### config.mk
export PLATFORM = sky130hd
export DESIGN_NAME = if_prefetch_stage_flat
export DESIGN_NICKNAME = d
export VERILOG_FILES = /design/src/rtl/if_prefetch_stage_if.sv /design/src/rtl/if_prefetch_stage.sv /design/src/flat_wrapper.sv
export SDC_FILE = /design/constraint.sdc
export NUM_CORES = 1
export LEC_CHECK = 0
export ABC_AREA = 1
export ABC_CLOCK_PERIOD_IN_PS = 8200
export BUFFER_PORTS_ARGS = -buffer_cell sky130_fd_sc_hd__buf_2
export CORE_ASPECT_RATIO = 1.2
export CORE_MARGIN = 2
export CORE_UTILIZATION = 38
export DETAILED_ROUTE_END_ITERATION = 7
export PLACE_DENSITY = 0.6
export SLEW_MARGIN = 15
export SYNTH_ARGS = -nofsm -noshare
export SYNTH_HDL_FRONTEND = slang
export SYNTH_SLANG_ARGS = --single-unit
export TNS_END_PERCENT = 20
### constraint.sdc
create_clock -name clk -period 8.2 [get_ports clk]
set_input_delay 1.23 -clock clk [delete_from_list [all_inputs] [get_ports clk]]
set_output_delay 1.23 -clock clk [all_outputs]
set_load 0.02 [all_outputs]
### src/rtl/if_prefetch_stage_if.sv
// Single-outstanding read port between the fetch stage (master) and instruction memory (slave).
// Strobe and ready are active-low; the address is held until ready completes the read.
interface if_prefetch_stage_if #(
  parameter int ADDR_W = 30,
  parameter int DATA_W = 32
);
  logic [ADDR_W-1:0] mem_addr;
  logic              mem_as_;
  logic [DATA_W-1:0] mem_rd_data;
  logic              mem_rdy_;

  modport master (output mem_addr, mem_as_, input mem_rd_data, mem_rdy_);
  modport slave  (input mem_addr, mem_as_, output mem_rd_data, mem_rdy_);
endinterface

### src/rtl/if_prefetch_stage.sv
// Instruction-fetch stage: prefetches sequential words into a DEPTH-entry FIFO
// and feeds the IF/ID register; flush/branch redirects discard prefetched words.
module if_prefetch_stage #(
  parameter int                ADDR_W   = 30,
  parameter int                DATA_W   = 32,
  parameter int                DEPTH    = 4,
  parameter logic [ADDR_W-1:0] RESET_PC = '0
) (
  input  logic                clk,
  input  logic                reset,
  if_prefetch_stage_if.master mem,
  input  logic                stall,
  input  logic                flush,
  input  logic [ADDR_W-1:0]   new_pc,
  input  logic                br_taken,
  input  logic [ADDR_W-1:0]   br_addr,
  output logic                busy,
  output logic [ADDR_W-1:0]   if_pc,
  output logic [DATA_W-1:0]   if_insn,
  output logic                if_en
);
  localparam int PTR_W = $clog2(DEPTH);
  localparam int CNT_W = PTR_W + 1;

  typedef enum logic {S_FETCH, S_DROP} state_t;

  state_t            state, state_nxt;
  logic [ADDR_W-1:0] fpc, fpc_nxt, tgt, tgt_nxt, target;
  logic [CNT_W-1:0]  count;
  logic [PTR_W-1:0]  rd_ptr, wr_ptr;
  logic [ADDR_W-1:0] pc_q   [DEPTH];
  logic [DATA_W-1:0] insn_q [DEPTH];
  logic              strobe, completed, redirect, push, pop;

  always_comb begin
    // Strobe is gated by reset so the port is idle while reset is held.
    strobe    = reset & ((state == S_DROP) | (count < CNT_W'(DEPTH)));
    completed = strobe & ~mem.mem_rdy_;
    redirect  = flush | (br_taken & ~stall);
    target    = flush ? new_pc : br_addr;
    push      = completed & ~redirect & (state == S_FETCH);
    pop       = ~flush & ~stall & ~br_taken & (count != '0);
    busy      = (count == '0) & strobe & (state == S_FETCH);
    mem.mem_as_  = ~strobe;
    mem.mem_addr = fpc;

    state_nxt = state;
    fpc_nxt   = fpc;
    tgt_nxt   = tgt;
    if (redirect) begin
      if (!strobe || completed) begin
        fpc_nxt   = target;
        state_nxt = S_FETCH;
      end else begin
        // Read cannot be aborted: remember the target and swallow its data.
        tgt_nxt   = target;
        state_nxt = S_DROP;
      end
    end else if (state == S_DROP) begin
      if (completed) begin
        fpc_nxt   = tgt;
        state_nxt = S_FETCH;
      end
    end else if (push) begin
      fpc_nxt = fpc + 1'b1;
    end
  end

  always_ff @(posedge clk or negedge reset) begin
    if (!reset) begin
      state <= S_FETCH;
      fpc   <= RESET_PC;
      tgt   <= RESET_PC;
    end else begin
      state <= state_nxt;
      fpc   <= fpc_nxt;
      tgt   <= tgt_nxt;
    end
  end

  always_ff @(posedge clk or negedge reset) begin
    if (!reset) begin
      count  <= '0;
      rd_ptr <= '0;
      wr_ptr <= '0;
    end else if (redirect) begin
      count  <= '0;
      rd_ptr <= '0;
      wr_ptr <= '0;
    end else begin
      count  <= count + CNT_W'(push) - CNT_W'(pop);
      rd_ptr <= rd_ptr + PTR_W'(pop);
      wr_ptr <= wr_ptr + PTR_W'(push);
    end
  end

  always_ff @(posedge clk) begin
    if (push) begin
      pc_q[wr_ptr]   <= fpc;
      insn_q[wr_ptr] <= mem.mem_rd_data;
    end
  end

  always_ff @(posedge clk or negedge reset) begin
    if (!reset) begin
      if_en   <= 1'b0;
      if_pc   <= RESET_PC;
      if_insn <= '0;
    end else if (flush) begin
      if_en <= 1'b0;
    end else if (!stall) begin
      if (br_taken) begin
        if_en <= 1'b0;
      end else if (pop) begin
        if_en   <= 1'b1;
        if_pc   <= pc_q[rd_ptr];
        if_insn <= insn_q[rd_ptr];
      end else begin
        if_en <= 1'b0;
      end
    end
  end
endmodule
### src/flat_wrapper.sv
// flat-port wrapper written by rule: the top's interface ports become plain ports
module if_prefetch_stage_flat 
#(
  parameter int                ADDR_W   = 30,
  parameter int                DATA_W   = 32,
  parameter int                DEPTH    = 4,
  parameter logic [ADDR_W-1:0] RESET_PC = '0
)
  (clk, reset, stall, flush, new_pc, br_taken, br_addr, busy, if_pc, if_insn, if_en, mem_mem_addr, mem_mem_as_, mem_mem_rd_data, mem_mem_rdy_);
  if_prefetch_stage_if #(.ADDR_W(ADDR_W), .DATA_W(DATA_W)) mem_i ();
  input  logic clk;
  input  logic reset;
  input  logic stall;
  input  logic flush;
  input  logic [ADDR_W-1:0] new_pc;
  input  logic br_taken;
  input  logic [ADDR_W-1:0] br_addr;
  output logic busy;
  output logic [ADDR_W-1:0] if_pc;
  output logic [DATA_W-1:0] if_insn;
  output logic if_en;
  output wire logic [$bits(mem_i.mem_addr)-1:0] mem_mem_addr;
  output wire logic [$bits(mem_i.mem_as_)-1:0] mem_mem_as_;
  input wire logic [$bits(mem_i.mem_rd_data)-1:0] mem_mem_rd_data;
  input wire logic [$bits(mem_i.mem_rdy_)-1:0] mem_mem_rdy_;
  assign mem_mem_addr = mem_i.mem_addr;
  assign mem_mem_as_ = mem_i.mem_as_;
  assign mem_i.mem_rd_data = mem_mem_rd_data;
  assign mem_i.mem_rdy_ = mem_mem_rdy_;
  if_prefetch_stage #(.ADDR_W(ADDR_W), .DATA_W(DATA_W), .DEPTH(DEPTH), .RESET_PC(RESET_PC)) u_core (.clk(clk), .reset(reset), .mem(mem_i), .stall(stall), .flush(flush), .new_pc(new_pc), .br_taken(br_taken), .br_addr(br_addr), .busy(busy), .if_pc(if_pc), .if_insn(if_insn), .if_en(if_en));
endmodule
After elaboration in Yosys (flattened, before gate mapping):

Memory sizes are Yosys's and may differ from the RTL's. A register that Yosys moved wholly into a read port is not among the register bits.
Cells that the tools add are included.

* input bits: 98
* flip-flop bits (word level): 69
* memory bits (writable): 248
* ROM bits: 0
* bits in latches: 0
* memories kept: 2
* output and inout port bits: 95

* eq/ne operators: 3
* div/mod/pow operators: 0
* shift operators: 0
* bitwise logic cells: 20
* $mul: 0
* mux-type cells: 19
* order comparisons: 1
* add/subtract/negate cells: 5
* reductions and logical operators: 10

Memory list
* u_core.insn_q: depth 4, width 32, rd ports 1, clocked after memory_dff 1, write ports 1, line if_prefetch_stage.sv:32 `logic [DATA_W-1:0] insn_q [DEPTH];`
* u_core.pc_q: depth 4, width 30, rd ports 1, clocked after memory_dff 1, write ports 1, line if_prefetch_stage.sv:31 `logic [ADDR_W-1:0] pc_q [DEPTH];`

Operator list (count)
* $mux 30: 6
* $add 30x1->30 const B: 1
* $and 1x1->1: 10
* $mux 1: 10
* $not 1->1: 8
* $reduce_bool 3->1: 2
* $add 2x1->2: 2
* $mux 2: 2
* $reduce_and 4->1: 1
* $add 3x1->3: 1
* $logic_not 1->1: 3
* $logic_not 3->1: 1
* $lt 3x3->1 const B: 1
* $mux 3: 1
* $ne 3x3->1 const B: 1
* $reduce_and 3->1: 1
* $sub 3x1->3: 1
* $ne 2x1->1 const B: 1
* $ne 2x2->1 const B: 1
* $or 1x1->1: 2
* $reduce_and 2->1: 1
* $logic_or 1x1->1: 1

Logic depth before layout (Yosys ltp):

Gate-level depths: netlist of the first run.

* word-level depth: 9
* gate-level depth with buffers: 14
* gate-level depth less buffers: 13

Worst setup path before layout of the first run:

Ideal clock, no wire load.

* path kind: input -> register
* start: in reset
* end: mem u_core.insn_q[0][0] (enable)
* path slack: 1.585 ns
* arrival time: 6.056 ns
* stages on the path: 5
* cell sequence: nand2_2 > or2_1 > nor2_1 > nand2_1 > nor3_1

* longest elaborated chain between the ends: 6

RTL lines
* start, declared: line flat_wrapper.sv:12 `input logic reset;`
* $and 1x1->1: line if_prefetch_stage.sv:37 `strobe = reset & ((state == S_DROP) | (count < CNT_W'(DEPTH)));`
* $and 1x1->1: line if_prefetch_stage.sv:38 `completed = strobe & ~mem.mem_rdy_;`
* $and 1x1->1 (2 in a row): line if_prefetch_stage.sv:41 `push = completed & ~redirect & (state == S_FETCH);`
* $mux 1: line if_prefetch_stage.sv:98 `if (push) begin`
* $mux 1 (implied by the code): line if_prefetch_stage.sv:100 `insn_q[wr_ptr] <= mem.mem_rd_data;`
* end, declared: line if_prefetch_stage.sv:32

Every way passes these cells.

Final worst setup path of the first run:

* start: in reset
* end: out busy

* longest elaborated chain between the ends: 3

RTL lines
* $and 1x1->1: line if_prefetch_stage.sv:37
* $and 1x1->1 (2 in a row): line if_prefetch_stage.sv:43 `busy = (count == '0) & strobe & (state == S_FETCH);`
* end, declared: line flat_wrapper.sv:18 `output logic busy;`

Every way passes these cells.

==> impl_metrics.toml, run 1 <==
[timing]
final_max_slew_viol_count = 0
report.final.setup_viol = 0
finalClockSkew_ns = 0.0207
max_clock_freq_mhz = 271
hold_viol_final = 0
total_negative_slack_ns = 0
worstMarginPinSlew_ns = 1.02
timing.max_slew.rel_slack_pct = 32.1
layout_min_cycle_time_ns = 3.69
grt_setup_unrepaired = "false"
fin_hold_ws_ns = 0.472
timing.final.crit_share_pct = 45.1

[layout]
finalInstanceArea_um2 = 18600
final_core_util_pct = 45.6
layout_common_cells = "sky130_fd_sc_hd__nand2_1 (448), sky130_fd_sc_hd__edfxtp_1 (248), sky130_fd_sc_hd__nor2_1 (206), sky130_fd_sc_hd__buf_2 (191), sky130_fd_sc_hd__o21ai_0 (135)"
layout.cells.non_filler = 2270
synthToLayoutAreaGrowth_pct = 18.0
insertedDiodeCount = 0
fill_cells = 3813
mostFrequentLayoutCell = "sky130_fd_sc_hd__nand2_1"
finish.net_count = 1804
post_route_cells_drive_above_1_share_pct = 16.2

[worst_setup_path]
worst_path_max_stage_delay_ns = 0.45
worstPathRequired_ns = 6.97
crit_path_cell_trace = "buf_6 > nand2_2 > nor3_1 > buf_2"
setup.worst_path.start = "reset"
criticalPathCategory = "input port to output port"
timing.rr.start = "u_core.state"
worst_path_max_delay_cell = "sky130_fd_sc_hd__buf_6"
cp-end-kind = "output port"
timing.critical_path.from_type = "input port"
worst_ep_arrival_time_ns = 2.46
cp_max_fo = 61

[power_and_ir_drop]
vdd_ir_drop_max_mv = 0.144
pwr-share-seq_pct = 49.4
switchingPower_uw = 1260
switching_share_pct = 26.3
combinational_group_share_of_total_power_pct = 12.1
power.share.clock_pct = 38.5
p_int_uw = 3540
power_density_nw_per_um2 = 258
leakagePower_uw = 0.00777

[place]
routabilityCongestion = 0.834
dpl-instance-area_um2 = 17200
numPlacedInstances = 2196
io_buffer_count = 192
dpl.hpwl_um = 23000

[floorplanning]
coreArea_um2 = 40800
dieArea_um2 = 43200
boundaryPins = 193
dieHeight_um = 227
rows = 81
floorplan.die.width_um = 190
initial_utilization_pct = 38.6

[detailed_routing]
route.detailed.wl_per_inst_um = 17.3
ant_nets = 0
drt_iter0_markers = 891
viasPerCell = 5.06
detail_route.wirelength.met1_um = 17400
detailroute.wirelength.met3_um = 2220
detailroute.wirelength.met2_um = 18700
first_pass_iters = 5
routed_wl_um = 39300
dr_total_vias = 11500
top_layer = "met4"
drc = 0

[hold_path]
worst_hold_startpoint = "u_core.if_insn[18]"
worst_min_delay_path_class = "flop to flop"

[synth]
yosysWarningCount = 0
unique_masters_post_synth = 31
syn_inst = 1534
synth_top_area_cell = "sky130_fd_sc_hd__edfxtp_1"
synth-seq-cells = 379
synth_xor_xnor_area_share_pct = 0.333
synth-compound-area-share_pct = 9.73
synth_area_um2 = 15800
syn-mean-instance-area_um2 = 10.3
synth_top_family_by_area = "simple AND/OR/NAND/NOR gates"
post-synth-top-area-fraction_pct = 47.2
yosys.area_share.simple_pct = 18.1
synth_fa_ha_area_share_pct = 0.524
seq_area_frac_synth_pct = 68.0
synthTopCellsByArea = "sky130_fd_sc_hd__edfxtp_1 (47%), sky130_fd_sc_hd__dfrtp_1 (21%), sky130_fd_sc_hd__nand2_1 (11%)"
synth_net_count = 1638
post_synth_mux_area_share_pct = 0

[clock_tree]
number_of_buffers_on_the_longest_clock_path = 3
post-cts-setup-buffers = 0
clock_edge_transition_at_the_registers_on_the_reported_setup_and_hold_paths_ns = 0.06
cts-hold-fix-buffers = 0
post_cts_resize_count = 0
cts_sinks = 379
ctsHtreeMaxLevel = 2
tritoncts.num_buffers = 40
clk_root_buffer_cell = "sky130_fd_sc_hd__clkbuf_16"
clock_insertion_delay_worst_skew_ns = 0.54
cts_tree = "done"

[grt]
grt_pass1_vias = 11100
antenna_violations_before_repair = 0
gr-usage-all-layers_pct = 18.3
grt_pass1_wl_um = 61300
grt.overflow.total = 0
grt_start_max_net_pins = 89

[status]
outcome = "finished clean"

[run]
maxCapViolCount = 0
## cell usage after synthesis
cell type / count
sky130_fd_sc_hd__and3_1: 1
sky130_fd_sc_hd__o211ai_1: 1
sky130_fd_sc_hd__nand4_1: 1
sky130_fd_sc_hd__buf_2: 12
sky130_fd_sc_hd__clkbuf_1: 67
sky130_fd_sc_hd__xor2_1: 2
sky130_fd_sc_hd__and2_1: 2
sky130_fd_sc_hd__a32oi_1: 1
sky130_fd_sc_hd__o21ai_1: 1
sky130_fd_sc_hd__o21ai_0: 135
sky130_fd_sc_hd__or2_1: 1
sky130_fd_sc_hd__nand3_1: 61
sky130_fd_sc_hd__fa_1: 1
sky130_fd_sc_hd__nand2_2: 1
sky130_fd_sc_hd__inv_2: 4
sky130_fd_sc_hd__nor3_1: 6
sky130_fd_sc_hd__inv_1: 49
sky130_fd_sc_hd__nor2_1: 207
sky130_fd_sc_hd__nand2_1: 448
sky130_fd_sc_hd__nand2_4: 1
sky130_fd_sc_hd__edfxtp_1: 248
sky130_fd_sc_hd__xnor2_1: 4
sky130_fd_sc_hd__buf_1: 3
sky130_fd_sc_hd__o22ai_1: 64
sky130_fd_sc_hd__a31oi_1: 36
sky130_fd_sc_hd__or2_2: 1
sky130_fd_sc_hd__ha_1: 5
sky130_fd_sc_hd__nand3b_1: 1
sky130_fd_sc_hd__a21oi_1: 32
sky130_fd_sc_hd__o21bai_1: 7
sky130_fd_sc_hd__dfrtp_1: 131
## through the flow
stage,total power [µW],setup slack (ns)
final,4800,4.51
after global routing,5010,4.25
after CTS,4860,4.45
after detailed placement,3000,3.93
after global placement,2990,4.03
after floorplan,2720,1.59
## power by group through the flow
stage / combinational (µW) / clock, µW / sequential (µW)
2_1_floorplan: 242 / 0 / 2480
3_3_place_gp: 578 / 0 / 2410
3_5_place_dp: 587 / 0 / 2410
4_1_cts: 590 / 1890 / 2380
5_1_grt: 652 / 1970 / 2400
6_report: 581 / 1850 / 2370
## area by class of cell
type	count	area [µm²]	share of cell area [%]
sequential	379	10700	57.7
multi-input combinational	1020	4570	24.5
clock buffer	57	1100	5.94
timing repair buffer	206	1080	5.83
tap	539	674	3.62
clock inverter	16	244	1.31
inverter	53	201	1.08
## critical path: cells and delay by family
kind / cells / cell delay, ns
buf+inv: 2 / 0.66
simple gates: 2 / 0.52
## cell families after synthesis
| family | count (synthesis) |
|---|---|
| adder cells (fa/ha/maj) | 6 |
| flip-flops | 379 |
| AO/OA/AOI/OAI | 277 |
| XOR/XNOR | 6 |
| AND/OR/NAND/NOR | 731 |
| buffers and inverters | 135 |
## metal layers
| metal | vias up | track usage, % |
|---|---|---|
| met5 | - | 0 |
| met1 | 5493 | 24.9 |
| met4 | 0 | 5.78 |
| met2 | 362 | 30.4 |
| met3 | 64 | 2.53 |
| li1 | 5573 | - |
## flip-flops by register name, summed over array words and instances (netlist names)
| name | count |
|---|---|
| u_core.state | 1 |
| u_core.pc_q | 120 |
| u_core.tgt | 30 |
| u_core.wr_ptr | 2 |
| u_core.count | 3 |
| u_core.if_pc | 30 |
| u_core.mem.mem_addr | 30 |
| u_core.if_en | 1 |
| u_core.insn_q | 128 |
| u_core.rd_ptr | 2 |
| u_core.if_insn | 32 |
## final timing paths
kind / slack (ns) / end / cells after the start
min: 0.47 / u_core.if_insn[18] / 2
min in group asynchronous: 0.68 / u_core.if_pc[27] / 1
max reg2reg: 5.24 / u_core.pc_q[0][22] / 8
max: 4.51 / busy / 4
min reg2reg: 0.47 / u_core.if_insn[18] / 2
max in group asynchronous: 6.03 / u_core.rd_ptr[0] / 2
Power figures use the tool's default switching activity.
==> run 2, diff against run 1 <==
ABC_AREA = 0   (was 1)
ABC_CLOCK_PERIOD_IN_PS = 3500   (was 8200)
clock period = 3.5 ns   (was 8.2 ns; I/O delays follow)
==> run 2 against run 1 <==
Sequential cell count is the same. Final area grew 0.11%. Clock skew shrank 0.0096 ns. First-iteration DRC count shrank 31%. Synthesized cell count shrank 37%. Critical endpoint is now u_core.pc_q[3][8]. Total power grew 130%. Critical path depth grew 3. Utilization grew 0.28 points. Register-to-register slack lost 4.2 ns. Global-route usage shrank 1.1 points.
==> impl_metrics.toml, run 2 <==
[timing]
grt_setup_unrepaired = "false"
worstMarginPinSlew_ns = 0.997
final_max_slew_viol_count = 0
max_clock_freq_mhz = 372
timing.max_slew.rel_slack_pct = 33.5
report.final.setup_viol = 0
final_critical_path_setup_slack_ns = 0.812
hold_viol_final = 0
layout_min_cycle_time_ns = 2.69
timing.final.crit_share_pct = 76.8
finalClockSkew_ns = 0.0111

[floorplanning]
boundaryPins = 193
dieHeight_um = 226
rows = 81
floorplan.die.width_um = 189
dieArea_um2 = 42800
initial_utilization_pct = 38.5
coreArea_um2 = 40600

[worst_setup_path]
criticalPathCategory = "input port to flop"
r2r-end = "u_core.pc_q[3][8]"
worstPathRequired_ns = 3.72
worst-r2r-cell-count = 6
cp_max_fo = 24
timing.critical_path.from_type = "input port"
timing.rr.start = "u_core.state"
worst_ep_arrival_time_ns = 2.91
cp-end-kind = "flop"
worst_case_register_to_register_setup_slack_ns = 1.00
endpoint = "u_core.pc_q[3][8]"
setup.worst_path.start = "reset"

[clock_tree]
clock_insertion_delay_worst_skew_ns = 0.53
cts_tree = "done"
cts-hold-fix-buffers = 1
clk_root_buffer_cell = "sky130_fd_sc_hd__clkbuf_16"
tritoncts.num_buffers = 39
number_of_buffers_on_the_longest_clock_path = 3
post_cts_resize_count = 0
clock_edge_transition_at_the_registers_on_the_reported_setup_and_hold_paths_ns = 0.06
ctsHtreeMaxLevel = 2
post-cts-setup-buffers = 0
cts_sinks = 379

[layout]
final_core_util_pct = 45.8
layout_common_cells = "sky130_fd_sc_hd__edfxtp_1 (248), sky130_fd_sc_hd__buf_2 (191), sky130_fd_sc_hd__dfrtp_1 (129), sky130_fd_sc_hd__nand2_1 (70), sky130_fd_sc_hd__mux4_2 (62)"
layout.cells.non_filler = 1739
finish.net_count = 1274
regMostFlops = "u_core.insn_q"
synthToLayoutAreaGrowth_pct = 19.2
finalInstanceArea_um2 = 18600
largestRegisters = "u_core.insn_q x128, u_core.pc_q x120, u_core.if_insn x32"
largest_reg_flops = 128
fill_cells = 3572
mostFrequentLayoutCell = "sky130_fd_sc_hd__edfxtp_1"
post_route_cells_drive_above_1_share_pct = 31.3
insertedDiodeCount = 0

[grt]
grt.overflow.total = 0
antenna_violations_before_repair = 0
grt_pass1_vias = 9301
grt_start_max_net_pins = 64
grt_pass1_wl_um = 55700
gr-usage-all-layers_pct = 17.2

[detailed_routing]
route.detailed.wl_per_inst_um = 20.9
dr_total_vias = 9106
viasPerCell = 5.24
drc = 0
drt_iter0_markers = 612
first_pass_iters = 6
routed_wl_um = 36300
ant_nets = 0

[synth]
synth_enable_flop_cells = 248
syn_inst = 963
unique_masters_post_synth = 70
ys.flop_type = "sky130_fd_sc_hd__edfxtp_1"
seq_area_frac_synth_pct = 68.6
yosysWarningCount = 0
synth_area_um2 = 15600
syn-mean-instance-area_um2 = 16.2
post-synth-top-area-fraction_pct = 47.7
synthTopCellsByArea = "sky130_fd_sc_hd__edfxtp_1 (48%), sky130_fd_sc_hd__dfrtp_1 (21%), sky130_fd_sc_hd__mux4_2 (8.9%)"
synth-seq-cells = 379
async_reset_ff_share_pct = 34.6
synth_top_area_cell = "sky130_fd_sc_hd__edfxtp_1"
synth_net_count = 1067
synthMostInstantiatedCell = "sky130_fd_sc_hd__edfxtp_1"
ys_top_cells_by_count = "sky130_fd_sc_hd__edfxtp_1 (248), sky130_fd_sc_hd__dfrtp_1 (131), sky130_fd_sc_hd__nand2_1 (70)"

[place]
pre_cts_ws_ns = 0.790
io_buffer_count = 192
dpl.hpwl_um = 23700
routabilityCongestion = 0.894
dpl-instance-area_um2 = 17300
numPlacedInstances = 1667

[power_and_ir_drop]
power_density_nw_per_um2 = 602
vdd_ir_drop_max_mv = 0.337
leakagePower_uw = 0.00719
post-layout-total-power_uw = 11200

[run]
maxCapViolCount = 0

[status]
outcome = "finished clean"

[hold_path]
worst_min_delay_path_class = "input port to flop"
==> run 2: cell types whose count changed after synthesis, sizes merged, moves of 35 or more <==
cell    previous run  this run
nand2            450        70
nor2             207        32
o21ai            136        53
mux2               0        69
mux4               0        62
o22ai             64         3
clkbuf            67        20
nand3             61        18
inv               53        13
a31oi             36         1
==> run 2: worst min path at each step <==
| stage | from | end | cells after the start |
|---|---|---|---|
| 6_report | mem_mem_rd_data[31] | u_core.insn_q[2][31] | 1 |
| 2_1_floorplan | reset | u_core.count[0] | 0 |
| 3_5_place_dp | reset | u_core.if_insn[11] | 1 |
| 4_1_cts | mem_mem_rd_data[31] | u_core.insn_q[1][31] | 1 |
| 5_1_grt | mem_mem_rd_data[31] | u_core.insn_q[0][31] | 1 |
| 3_3_place_gp | reset | u_core.if_insn[11] | 1 |
==> run 2: metal layers <==
metal	global-route usage (%)	share of wire [%]	up-vias
met4	5.85	2.7	0
met3	2.95	5.3	59
met2	28.7	49	282
met5	0	0	-
li1	-	-	4165
met1	22.7	43	4600
==> run 2: layout make-up <==
type	count	area (µm²)	share of cell area, %
Inverter	14	52.6	0.282
Clock buffer	51	1110	5.98
Multi-Input combinational cell	513	4570	24.6
Timing Repair Buffer	223	1260	6.79
Sequential cell	379	10700	57.6
Clock inverter	20	215	1.16
Tap cell	539	674	3.62
==> run 2: critical path: stages <==
cell	delay (ns)
sky130_fd_sc_hd__dlygate4sd3_1	0.55
sky130_fd_sc_hd__buf_6	0.23
sky130_fd_sc_hd__and2_2	0.27
sky130_fd_sc_hd__nand3_1	0.23
sky130_fd_sc_hd__inv_1	0.26
sky130_fd_sc_hd__and3_4	0.49
sky130_fd_sc_hd__buf_4	0.31
==> run 2: cell families after synthesis <==
kind of cell / Yosys count / synth area share [%]
simple gates: 191 / 6.29
mux: 155 / 15.4
flops: 379 / 68.6
fa+ha+maj: 6 / 0.528
compound gates: 150 / 6.14
xor+xnor: 11 / 0.616
buf+inv: 71 / 2.35
==> run 2: report_power, final <==
group	internal [µW]	leakage [µW]	switching, µW	total (µW)
combinational	537	0.00264	872	1410
sequential	5190	0.00389	334	5530
clock	2600	0.000658	1680	4280
total	8330	0.00719	2880	11200
==> run 2: metrics by stage <==
stage / TNS, ns / hold slack [ns]
final: 0 / 0.211
after global routing: 0 / 0.194
after CTS: 0 / 0.180
after detailed placement: 0 / 0.386
after global placement: 0 / 0.382
after floorplan: -11.03 / 0.229
